===== config.mk =====
export PLATFORM = sky130hd
export DESIGN_NAME = bpu_ras_ckpt
export DESIGN_NICKNAME = d
export VERILOG_FILES = /design/src/rtl/bpu_ras_ckpt.sv
export SDC_FILE = /design/constraint.sdc
export NUM_CORES = 2
export LEC_CHECK = 0
export BUFFER_PORTS_ARGS = -buffer_cell sky130_fd_sc_hd__buf_2
export CAP_MARGIN = 20
export CORE_ASPECT_RATIO = 0.6
export CORE_UTILIZATION = 45
export DETAILED_ROUTE_END_ITERATION = 7
export GPL_ROUTABILITY_DRIVEN = 0
export SLEW_MARGIN = 15
export SYNTH_ARGS = -nofsm -noshare
export SYNTH_HDL_FRONTEND = slang
export SYNTH_SLANG_ARGS = --single-unit

===== constraint.sdc =====
create_clock -name clk_i -period 15 [get_ports clk_i]
set_clock_uncertainty 0.2 [all_clocks]
set_input_delay 0.75 -clock clk_i [delete_from_list [all_inputs] [get_ports clk_i]]
set_output_delay 0.75 -clock clk_i [all_outputs]
set_load 0.05 [all_outputs]

===== src/rtl/bpu_ras_ckpt.sv =====
// Checkpointed return-address stack for the frontend predictor.
// A speculative RAS is updated at prediction time and an architectural RAS at
// commit. Branch checkpoints (ptr, count, TOS data) live in a FIFO so that a
// mispredict can restore the speculative stack in one cycle; flush copies the
// architectural stack over the speculative one.
module bpu_ras_ckpt #(
   parameter int unsigned PLEN        = 32,
   parameter int unsigned RAS_DEPTH   = 16,
   parameter int unsigned CKPT_NUM    = 8,
   parameter int unsigned INSTR_BYTES = 4
) (
   input  logic                        clk_i,
   input  logic                        rst_ni,
   input  logic                        pred_valid_i,
   input  logic                        pred_is_call_i,
   input  logic                        pred_is_ret_i,
   input  logic [PLEN-1:0]             pred_pc_i,
   input  logic                        ckpt_alloc_i,
   output logic                        ckpt_ready_o,
   output logic [$clog2(CKPT_NUM)-1:0] ckpt_id_o,
   input  logic                        ckpt_free_i,
   input  logic                        recover_i,
   input  logic [$clog2(CKPT_NUM)-1:0] recover_id_i,
   input  logic                        commit_valid_i,
   input  logic                        commit_is_call_i,
   input  logic                        commit_is_ret_i,
   input  logic [PLEN-1:0]             commit_pc_i,
   input  logic                        flush_i,
   output logic [PLEN-1:0]             top_o,
   output logic                        top_valid_o,
   output logic [$clog2(CKPT_NUM):0]   ckpt_count_o
);

   localparam int unsigned PW = $clog2(RAS_DEPTH);
   localparam int unsigned CW = $clog2(RAS_DEPTH + 1);
   localparam int unsigned IW = $clog2(CKPT_NUM);
   localparam int unsigned KW = IW + 1;

   typedef struct packed {
      logic [PW-1:0]   ptr;
      logic [CW-1:0]   cnt;
      logic            we;
      logic [PLEN-1:0] wdata;
   } ras_upd_t;

   // Pop (if non-empty) followed by push; the push overwrites the oldest
   // entry once the stack is full, count saturates at RAS_DEPTH.
   function automatic ras_upd_t ras_step(input logic [PW-1:0]   ptr,
                                         input logic [CW-1:0]   cnt,
                                         input logic            is_call,
                                         input logic            is_ret,
                                         input logic [PLEN-1:0] pc);
      ras_upd_t r;
      r.ptr   = ptr;
      r.cnt   = cnt;
      r.we    = 1'b0;
      r.wdata = pc + PLEN'(INSTR_BYTES);
      if (is_ret && (cnt != '0)) begin
         r.ptr = (ptr == '0) ? PW'(RAS_DEPTH - 1) : ptr - PW'(1);
         r.cnt = cnt - CW'(1);
      end
      if (is_call) begin
         r.ptr = (r.ptr == PW'(RAS_DEPTH - 1)) ? '0 : r.ptr + PW'(1);
         if (r.cnt != CW'(RAS_DEPTH)) r.cnt = r.cnt + CW'(1);
         r.we  = 1'b1;
      end
      return r;
   endfunction

   logic [PLEN-1:0] spec_data_q [RAS_DEPTH];
   logic [PLEN-1:0] spec_data_d [RAS_DEPTH];
   logic [PLEN-1:0] arch_data_q [RAS_DEPTH];
   logic [PLEN-1:0] arch_data_d [RAS_DEPTH];
   logic [PW-1:0]   spec_ptr_q, spec_ptr_d, arch_ptr_q, arch_ptr_d;
   logic [CW-1:0]   spec_cnt_q, spec_cnt_d, arch_cnt_q, arch_cnt_d;

   logic [PW-1:0]   ck_ptr_q  [CKPT_NUM];
   logic [PW-1:0]   ck_ptr_d  [CKPT_NUM];
   logic [CW-1:0]   ck_cnt_q  [CKPT_NUM];
   logic [CW-1:0]   ck_cnt_d  [CKPT_NUM];
   logic [PLEN-1:0] ck_data_q [CKPT_NUM];
   logic [PLEN-1:0] ck_data_d [CKPT_NUM];
   logic [IW-1:0]   head_q, head_d, tail_q, tail_d;
   logic [KW-1:0]   ccnt_q, ccnt_d;

   ras_upd_t        pred_u, arch_u;
   logic            free_ok, rec_live;
   logic [IW-1:0]   head_f, rec_off;
   logic [KW-1:0]   cnt_f;

   // Next-state for both stacks and the checkpoint FIFO; flush > recover > pred/alloc.
   always_comb begin
      spec_data_d = spec_data_q;
      spec_ptr_d  = spec_ptr_q;
      spec_cnt_d  = spec_cnt_q;
      arch_data_d = arch_data_q;
      arch_ptr_d  = arch_ptr_q;
      arch_cnt_d  = arch_cnt_q;
      ck_ptr_d    = ck_ptr_q;
      ck_cnt_d    = ck_cnt_q;
      ck_data_d   = ck_data_q;
      head_d      = head_q;
      tail_d      = tail_q;
      ccnt_d      = ccnt_q;

      pred_u = ras_step(spec_ptr_q, spec_cnt_q, pred_is_call_i, pred_is_ret_i, pred_pc_i);
      arch_u = ras_step(arch_ptr_q, arch_cnt_q, commit_is_call_i, commit_is_ret_i, commit_pc_i);

      // Commit is never suppressed; flush below sees its result.
      if (commit_valid_i) begin
         arch_ptr_d = arch_u.ptr;
         arch_cnt_d = arch_u.cnt;
         if (arch_u.we) arch_data_d[arch_u.ptr] = arch_u.wdata;
      end

      // Free retires the head first, so recover judges liveness afterwards.
      free_ok  = ckpt_free_i && (ccnt_q != '0);
      head_f   = head_q + IW'(free_ok);
      cnt_f    = ccnt_q - KW'(free_ok);
      rec_off  = recover_id_i - head_f;
      rec_live = KW'(rec_off) < cnt_f;

      if (flush_i) begin
         spec_data_d = arch_data_d;
         spec_ptr_d  = arch_ptr_d;
         spec_cnt_d  = arch_cnt_d;
         head_d      = '0;
         tail_d      = '0;
         ccnt_d      = '0;
      end else if (recover_i && rec_live) begin
         spec_ptr_d  = ck_ptr_q[recover_id_i];
         spec_cnt_d  = ck_cnt_q[recover_id_i];
         spec_data_d[ck_ptr_q[recover_id_i]] = ck_data_q[recover_id_i];
         head_d      = head_f;
         tail_d      = recover_id_i + IW'(1);
         ccnt_d      = KW'(rec_off) + KW'(1);
      end else begin
         if (pred_valid_i) begin
            spec_ptr_d = pred_u.ptr;
            spec_cnt_d = pred_u.cnt;
            if (pred_u.we) spec_data_d[pred_u.ptr] = pred_u.wdata;
         end
         head_d = head_f;
         ccnt_d = cnt_f;
         // Snapshot is the post-branch speculative state.
         if (ckpt_alloc_i && (cnt_f != KW'(CKPT_NUM))) begin
            ck_ptr_d[tail_q]  = spec_ptr_d;
            ck_cnt_d[tail_q]  = spec_cnt_d;
            ck_data_d[tail_q] = spec_data_d[spec_ptr_d];
            tail_d            = tail_q + IW'(1);
            ccnt_d            = cnt_f + KW'(1);
         end
      end
   end

   // State registers with asynchronous active-low reset.
   always_ff @(posedge clk_i or negedge rst_ni) begin
      if (!rst_ni) begin
         for (int i = 0; i < int'(RAS_DEPTH); i++) begin
            spec_data_q[i] <= '0;
            arch_data_q[i] <= '0;
         end
         for (int i = 0; i < int'(CKPT_NUM); i++) begin
            ck_ptr_q[i]  <= '0;
            ck_cnt_q[i]  <= '0;
            ck_data_q[i] <= '0;
         end
         spec_ptr_q <= '0;
         spec_cnt_q <= '0;
         arch_ptr_q <= '0;
         arch_cnt_q <= '0;
         head_q     <= '0;
         tail_q     <= '0;
         ccnt_q     <= '0;
      end else begin
         spec_data_q <= spec_data_d;
         arch_data_q <= arch_data_d;
         ck_ptr_q    <= ck_ptr_d;
         ck_cnt_q    <= ck_cnt_d;
         ck_data_q   <= ck_data_d;
         spec_ptr_q  <= spec_ptr_d;
         spec_cnt_q  <= spec_cnt_d;
         arch_ptr_q  <= arch_ptr_d;
         arch_cnt_q  <= arch_cnt_d;
         head_q      <= head_d;
         tail_q      <= tail_d;
         ccnt_q      <= ccnt_d;
      end
   end

   assign top_valid_o  = (spec_cnt_q != '0);
   assign top_o        = top_valid_o ? spec_data_q[spec_ptr_q] : '0;
   assign ckpt_ready_o = (ccnt_q != KW'(CKPT_NUM));
   assign ckpt_id_o    = tail_q;
   assign ckpt_count_o = ccnt_q;

endmodule


* Word level (Yosys, flattened, before mapping)
Index checks and enable logic that the tools add are counted.
** Storage, ports and cells
- Bits in registers :: 1380
- Input port bits :: 79
- Output and inout port bits :: 41
- Word-level logic and storage cells :: 194
** Operators by class
- $add $sub $neg :: 17
- Magnitude comparators :: 12
- Equal/unequal tests :: 6
- Muxes and demuxes :: 71
- Bitwise operators :: 9
- Reduce and logical (&&, ||, !) cells :: 16
** Operators by type and width (number)
- $mux W512 :: 8
- $bwmux W512 :: 3
- $demux W32 S4 :: 3
- $mux W32 :: 11
- $bmux W32 S4 :: 2
- $bwmux W256 :: 1
- $bmux W32 S3 :: 1
- $demux W32 S3 :: 1
- $add A32 B3 Y32 const B :: 2
- $mux W4 :: 16
- $mux W5 :: 11
- $bwmux W40 :: 1
- $bwmux W32 :: 1
- $ge A5 B5 Y1 const B :: 5
- $not A4 Y5 :: 5
- $mux W10 :: 2
- $mux W9 :: 2
- $bmux W5 S3 :: 1
- $demux W5 S3 :: 1
- $lt A5 B1 Y1 const B :: 3
- $add A4 B1 Y4 const B :: 3
- $bmux W4 S3 :: 1
- $demux W4 S3 :: 1
- $mux W3 :: 4
- 22 further kinds :: 42

* Longest topological paths before layout
- Depth after elaboration :: 20
- Depth in mapped cells :: 23
- Gate-level depth less buffers :: 17

* Worst setup path before layout
Ideal clock, no wire load.
- Path type :: input to register
- Start :: input port recover_id_i[0]
- End :: register spec_data_q[341] (netlist bit)
- Setup time :: 0.132 ns
- Data arrival time :: 6.036 ns
- Required time :: 14.668 ns
- Setup slack :: 8.632 ns
- Cell stages on the path :: 21
- Buffers on the path :: 8
- Path through :: buf_2 -> clkbuf_1 -> buf_1 -> clkbuf_1 -> inv_1 -> ha_1 -> fa_1 -> xor2_1 -> xnor2_1 -> ha_1 -> o21a_1 -> o21ai_0 -> nand2_1 -> nand2_1 -> clkbuf_1 -> clkbuf_1 -> clkbuf_1 -> clkbuf_1 -> nor2_1 -> a2111oi_0 -> nor2_1
** Between the ends
- Word-level cells in the longest chain between the ends :: 12
- Elaborated cells between the ends (all ways) :: 19
- Those cells by class :: add/sub: 1; order compare: 3; mux: 11; bitwise: 2; reduce/logical: 2
** Ends and longest elaborated chain
- start, declared :: RTL line 23 : input logic [$clog2(CKPT_NUM)-1:0] recover_id_i,
- $not A3 Y4 (not written as such) :: RTL line 133 : spec_data_d[ck_ptr_q[recover_id_i]] = ck_data_q[recover_id_i];
- $bmux W4 S3 :: RTL line 133
- $mux W4 (not written as such) (2 in series) :: RTL line 133
- $not A4 Y5 (not written as such) :: RTL line 133
- $ge A5 B5 Y1 (not written as such) / $lt A5 B1 Y1 (equally long branches) :: RTL line 133
- $logic_and A1 B1 Y1 (not written as such) :: RTL line 133
- $mux W32 (not written as such) :: RTL line 133
- $demux W32 S4 :: RTL line 133
- $bwmux W512 :: RTL line 133
- $mux W512 (*) :: RTL line 130 : end else if (recover_i && rec_live) begin
- $mux W512 (*) :: RTL line 123 : if (flush_i) begin
- end signal, assigned :: RTL line 176 : spec_data_q <= spec_data_d;
- end, declared :: RTL line 70 : logic [PLEN-1:0] spec_data_q [RAS_DEPTH];
Mark *: on every way between the ends. The rest lies on a longest branch, timed or not. The select of a mux whose other input is x is not followed.
A chain may end at the register's enable or synchronous reset.

* Final worst setup path
- Start :: register spec_ptr_q[1]
- End :: register ck_data_q[44] (netlist bit)
** Between the ends
- Word-level cells in the longest chain between the ends :: 20
- Elaborated cells between the ends (all ways) :: 27
- Those cells by class :: add/sub: 2; order compare: 2; eq/ne: 1; mux: 18; bitwise: 2; reduce/logical: 2
** Ends and longest elaborated chain
- start, declared :: RTL line 74 : logic [PW-1:0] spec_ptr_q, spec_ptr_d, arch_ptr_q, arch_ptr_d;
- start signal, assigned :: RTL line 181 : spec_ptr_q <= spec_ptr_d;
- $sub A4 B1 Y4 / $logic_not A4 Y1 (equally long branches) :: RTL line 59 : r.ptr = (ptr == '0) ? PW'(RAS_DEPTH - 1) : ptr - PW'(1);
- $mux W4 :: RTL line 59
- $mux W9 :: RTL line 58 : if (is_ret && (cnt != '0)) begin
- $add A4 B1 Y4 / $eq A4 B4 Y1 (equally long branches) :: RTL line 63 : r.ptr = (r.ptr == PW'(RAS_DEPTH - 1)) ? '0 : r.ptr + PW'(1);
- $mux W4 :: RTL line 63
- $mux W10 :: RTL line 62 : if (is_call) begin
- $not A4 Y5 (not written as such) :: RTL line 141 : if (pred_u.we) spec_data_d[pred_u.ptr] = pred_u.wdata;
- $ge A5 B5 Y1 (not written as such) / $lt A5 B1 Y1 (equally long branches) :: RTL line 141
- [... 3 more ...]
- $bwmux W512 :: RTL line 141
- $mux W512 :: RTL line 141
- $mux W512 :: RTL line 138 : if (pred_valid_i) begin
- $mux W512 :: RTL line 130
- $mux W512 :: RTL line 123
- $bmux W32 S4 (*) :: RTL line 149 : ck_data_d[tail_q] = spec_data_d[spec_ptr_d];
- $mux W32 (not written as such) (*) (2 in series) :: RTL line 149
- $bwmux W256 (*) :: RTL line 149
- end signal, assigned :: RTL line 180 : ck_data_q <= ck_data_d;
- end, declared :: RTL line 81 : logic [PLEN-1:0] ck_data_q [CKPT_NUM];
Marks and branches as above.

==> metrics.txt <==
initial core utilization 0.4531; most used flip-flop cell after synthesis dfrtp_1; Final Hold Vio Count 0; Power Dens Cells 266.6 nW/um^2; HP Start flush_i; Max rail drop VDD 186.3 uV; post-synthesis mux area share 0.1238; Final HPWL DP 225000 um; Distinct cells, synth 107; crit path launch spec_ptr_q[1]$_DFF_PN0_; Routed Wire Length 357200 um; final core utilization 0.5040; drt pass-1 iters 8; syn nets 7850; first-pass GRT wire length 501500 um; Setup crit end kind flop; post-route ant nets 0; Area Overhead vs Synth 11.22%; Tightest Hold Check Type input port to flop; reg2reg path depth 16; FMAX 0.1234 GHz; cells along the critical path inv_1 > ha_1 > nor3b_1 > nor3_1 > nor2_1 > ha_1 > nand2b_1 > and3_2 > buf_4 > o21ai_2 > buf_4 > nor2_1 > a211oi_1 > and4_1 > a21oi_1 > a21oi_1; Post-Synth XOR/XNOR Area 0.01383; largest family of logic cells by synthesized area compound AO/OA/AOI/OAI gates; clock buffer count from CTS 145; Post-synth ARST share 1.000; CP Launch Type flop; Final Cycle Share 0.5402; drt wl/cell 36.28 um; post-synthesis simple-gate area fraction 0.1180; PostCTS Resize Cnt 0; Slew HR 0.1146; WP data required 15470 ps; crit path kind flop to flop; worst hold stages 2; Arr. time, crit path 8570 ps; DR iter-0 viols 14376; largest net degree at the start of global routing 179; RSZ-0062 raised after global routing false; Largest stage delay, worst path 1160 ps; minimum clock period 8103 ps; detailed-route via count 71900; Synth Area per Inst 9.580 sq um; Clock transition at path regs 70 ps; initial antenna violation count 28; final net count 7677; Pleak 34.16 nW; status finished, violations left; GR Overflow Total 0; post-synthesis adder-cell area fraction 0.004486; failing checks design-rule violations; final setup fails 0; htree depth 4; Synth Area in Compound Gates 0.2317; layout cell share with drive strength beyond 1 0.1710; Post-synth EDFFs 0; Reg2Reg Launch Point spec_ptr_q[1]$_DFF_PN0_; maxcap violations 0; Root Buffer clkbuf_16; clk buf depth 4; number of clock sinks 1380; FP Rows 115; Least-Margin Pin Slew 1323 ps; Post-Syn Instances 7745; Fin Setup TNS 0 ps; Remaining DRCs 45; DIE HEIGHT 316.5 um; via-per-instance ratio 7.301; die area 166600 sq um; # port buffers 119; Clock Latency Late Sink 860 ps; Yosys warning total 0; Die Wd 526.2 um; CORE AREA 163700 sq um; gr usage total 0.4218; Max Transition Viols Final 0; sequential area share after synthesis 0.4654; Mapped Area 74200 sq um; TritonCTS clock tree yes; vias in the first global route 66554; Ports 120; register bit total from synthesis 1380; Critical Path Fanout Max 47; CP max-delay cell dfrtp_4
-- worst max-delay path, delay by kind of cell (launching register included) --
kind                       cells  cell delay, ps
AOI/OAI and AO/OA              4            1470
adders and majority gates      2             710
buffers and inverters          3            1160
DFF                            1            1160
and+or+nand+nor                7            3160
-- area by class of cell --
cell class	count	area [sq um]
Tap cell	2164	2708
Fill cell	14888	81220
Sequential cell	1380	34540
Inverter	56	211.5
Antenna cell	16	40.04
Clock inverter	36	491.7
Clock buffer	207	4264
Timing Repair Buffer	414	3027
Multi-Input combinational cell	5575	37240
-- power breakdown --
part | switching [mW] | internal (mW) | total, mW
Combinational | 7.91 | 3.67 | 11.6
Sequential | 1.20 | 5.44 | 6.63
Clock | 1.62 | 2.16 | 3.78
-- cells in the mapped netlist, types with 25 or more instances --
library cell,number,share of area
dfrtp_1,1380,0.47
a21oi_1,1145,0.077
nor2_1,1137,0.058
o21ai_0,566,0.038
clkbuf_1,556,0.028
nand2_1,537,0.027
mux2_2,247,0.037
mux4_2,242,0.073
a221oi_1,216,0.025
o211ai_1,113,0.011
a211oi_1,110,0.011
nor3_1,110,0.0074
nand3_1,109,0.0074
a22oi_1,103,0.010
buf_2,102,0.0069
mux2i_1,95,0.013
a221o_1,85,0.011
a31oi_1,80,0.0067
buf_1,59,0.0030
xor2_1,59,0.0070
inv_1,54,0.0027
xnor2_1,53,0.0063
o22ai_1,52,0.0044
and2_1,44,0.0037
nand4_1,29,0.0024
a2111oi_0,28,0.0033
o21ai_1,26,0.0018
ha_1,25,0.0042
-- logic make-up after synthesis --
family | after synthesis
AND/OR/NAND/NOR | 2088
AO/OA/AOI/OAI | 2763
flip-flops | 1380
buffers and inverters | 790
adder cells (fa/ha/maj) | 26
XOR/XNOR | 114
multiplexers | 584
-- layout by cell type (no fill, tap or decap), types with 95 or more instances in the layout --
| master | netlist | layout |
|---|---|---|
| a211oi_1 | 110 | 108 |
| a21oi_1 | 1145 | 1143 |
| a221oi_1 | 216 | 216 |
| a22oi_1 | 103 | 103 |
| buf_2 | 102 | 114 |
| buf_4 | 12 | 277 |
| clkbuf_16 | 0 | 148 |
| dfrtp_1 | 1380 | 1377 |
| mux2_2 | 247 | 247 |
| mux2i_1 | 95 | 95 |
| mux4_2 | 242 | 242 |
| nand2_1 | 537 | 526 |
| nand3_1 | 109 | 103 |
| nor2_1 | 1137 | 1109 |
| o211ai_1 | 113 | 113 |
| o21ai_0 | 566 | 554 |
-- layer usage --
layer,GRT usage,vias to the layer above,share of wire
met2,0.5305,6864,0.36
met5,0.01083,-,0.0016
met3,0.2416,1568,0.19
met1,0.5610,35225,0.37
li1,-,28207,-
met4,0.2251,36,0.068
-- repair_timing --
item,4_1_cts,5_1_grt
hold endpoints to repair,130,0
hold buffers,1,0
buffers inserted,0,0
-- state kept, by name, indices dropped and copies added, names as in the netlist, 5 cells and up --
| register | flops |
|---|---|
| arch_data_q | 512 |
| spec_data_q | 512 |
| ck_data_q | 256 |
| ck_cnt_q | 40 |
| ck_ptr_q | 32 |
| arch_cnt_q | 5 |
| spec_cnt_q | 5 |
-- final timing paths --
kind	endpoint	slack [ps]
worst max register to register	ck_data_q[44]$_DFFE_PN0P_	6900
worst max-delay path	ck_data_q[44]$_DFFE_PN0P_	6900
worst min-delay path	ckpt_id_o[2]$_DFFE_PN0P_	160
min in group asynchronous	ck_data_q[91]$_DFFE_PN0P_	300
worst min register to register	arch_data_q[193]$_DFF_PN0_	280
max in group asynchronous	arch_data_q[212]$_DFF_PN0_	11300
-- per-stage QoR --
step           cells  power (mW)  hold slack [ps]  setup slack (ps)  area [sq um]
2_1_floorplan   7745       12.96            241.1              8632         74200
3_3_place_gp    9570       17.13            256.6              6956         77470
3_5_place_dp    9577       17.41            265.5              7648         77590
4_1_cts         9821       21.16            126.7              7611         82350
5_1_grt         9837       22.52            160.9              7093         82490
6_report        9848       22.00            157.4              6897         82520
Note: power is estimated with default switching activity, not from simulation.
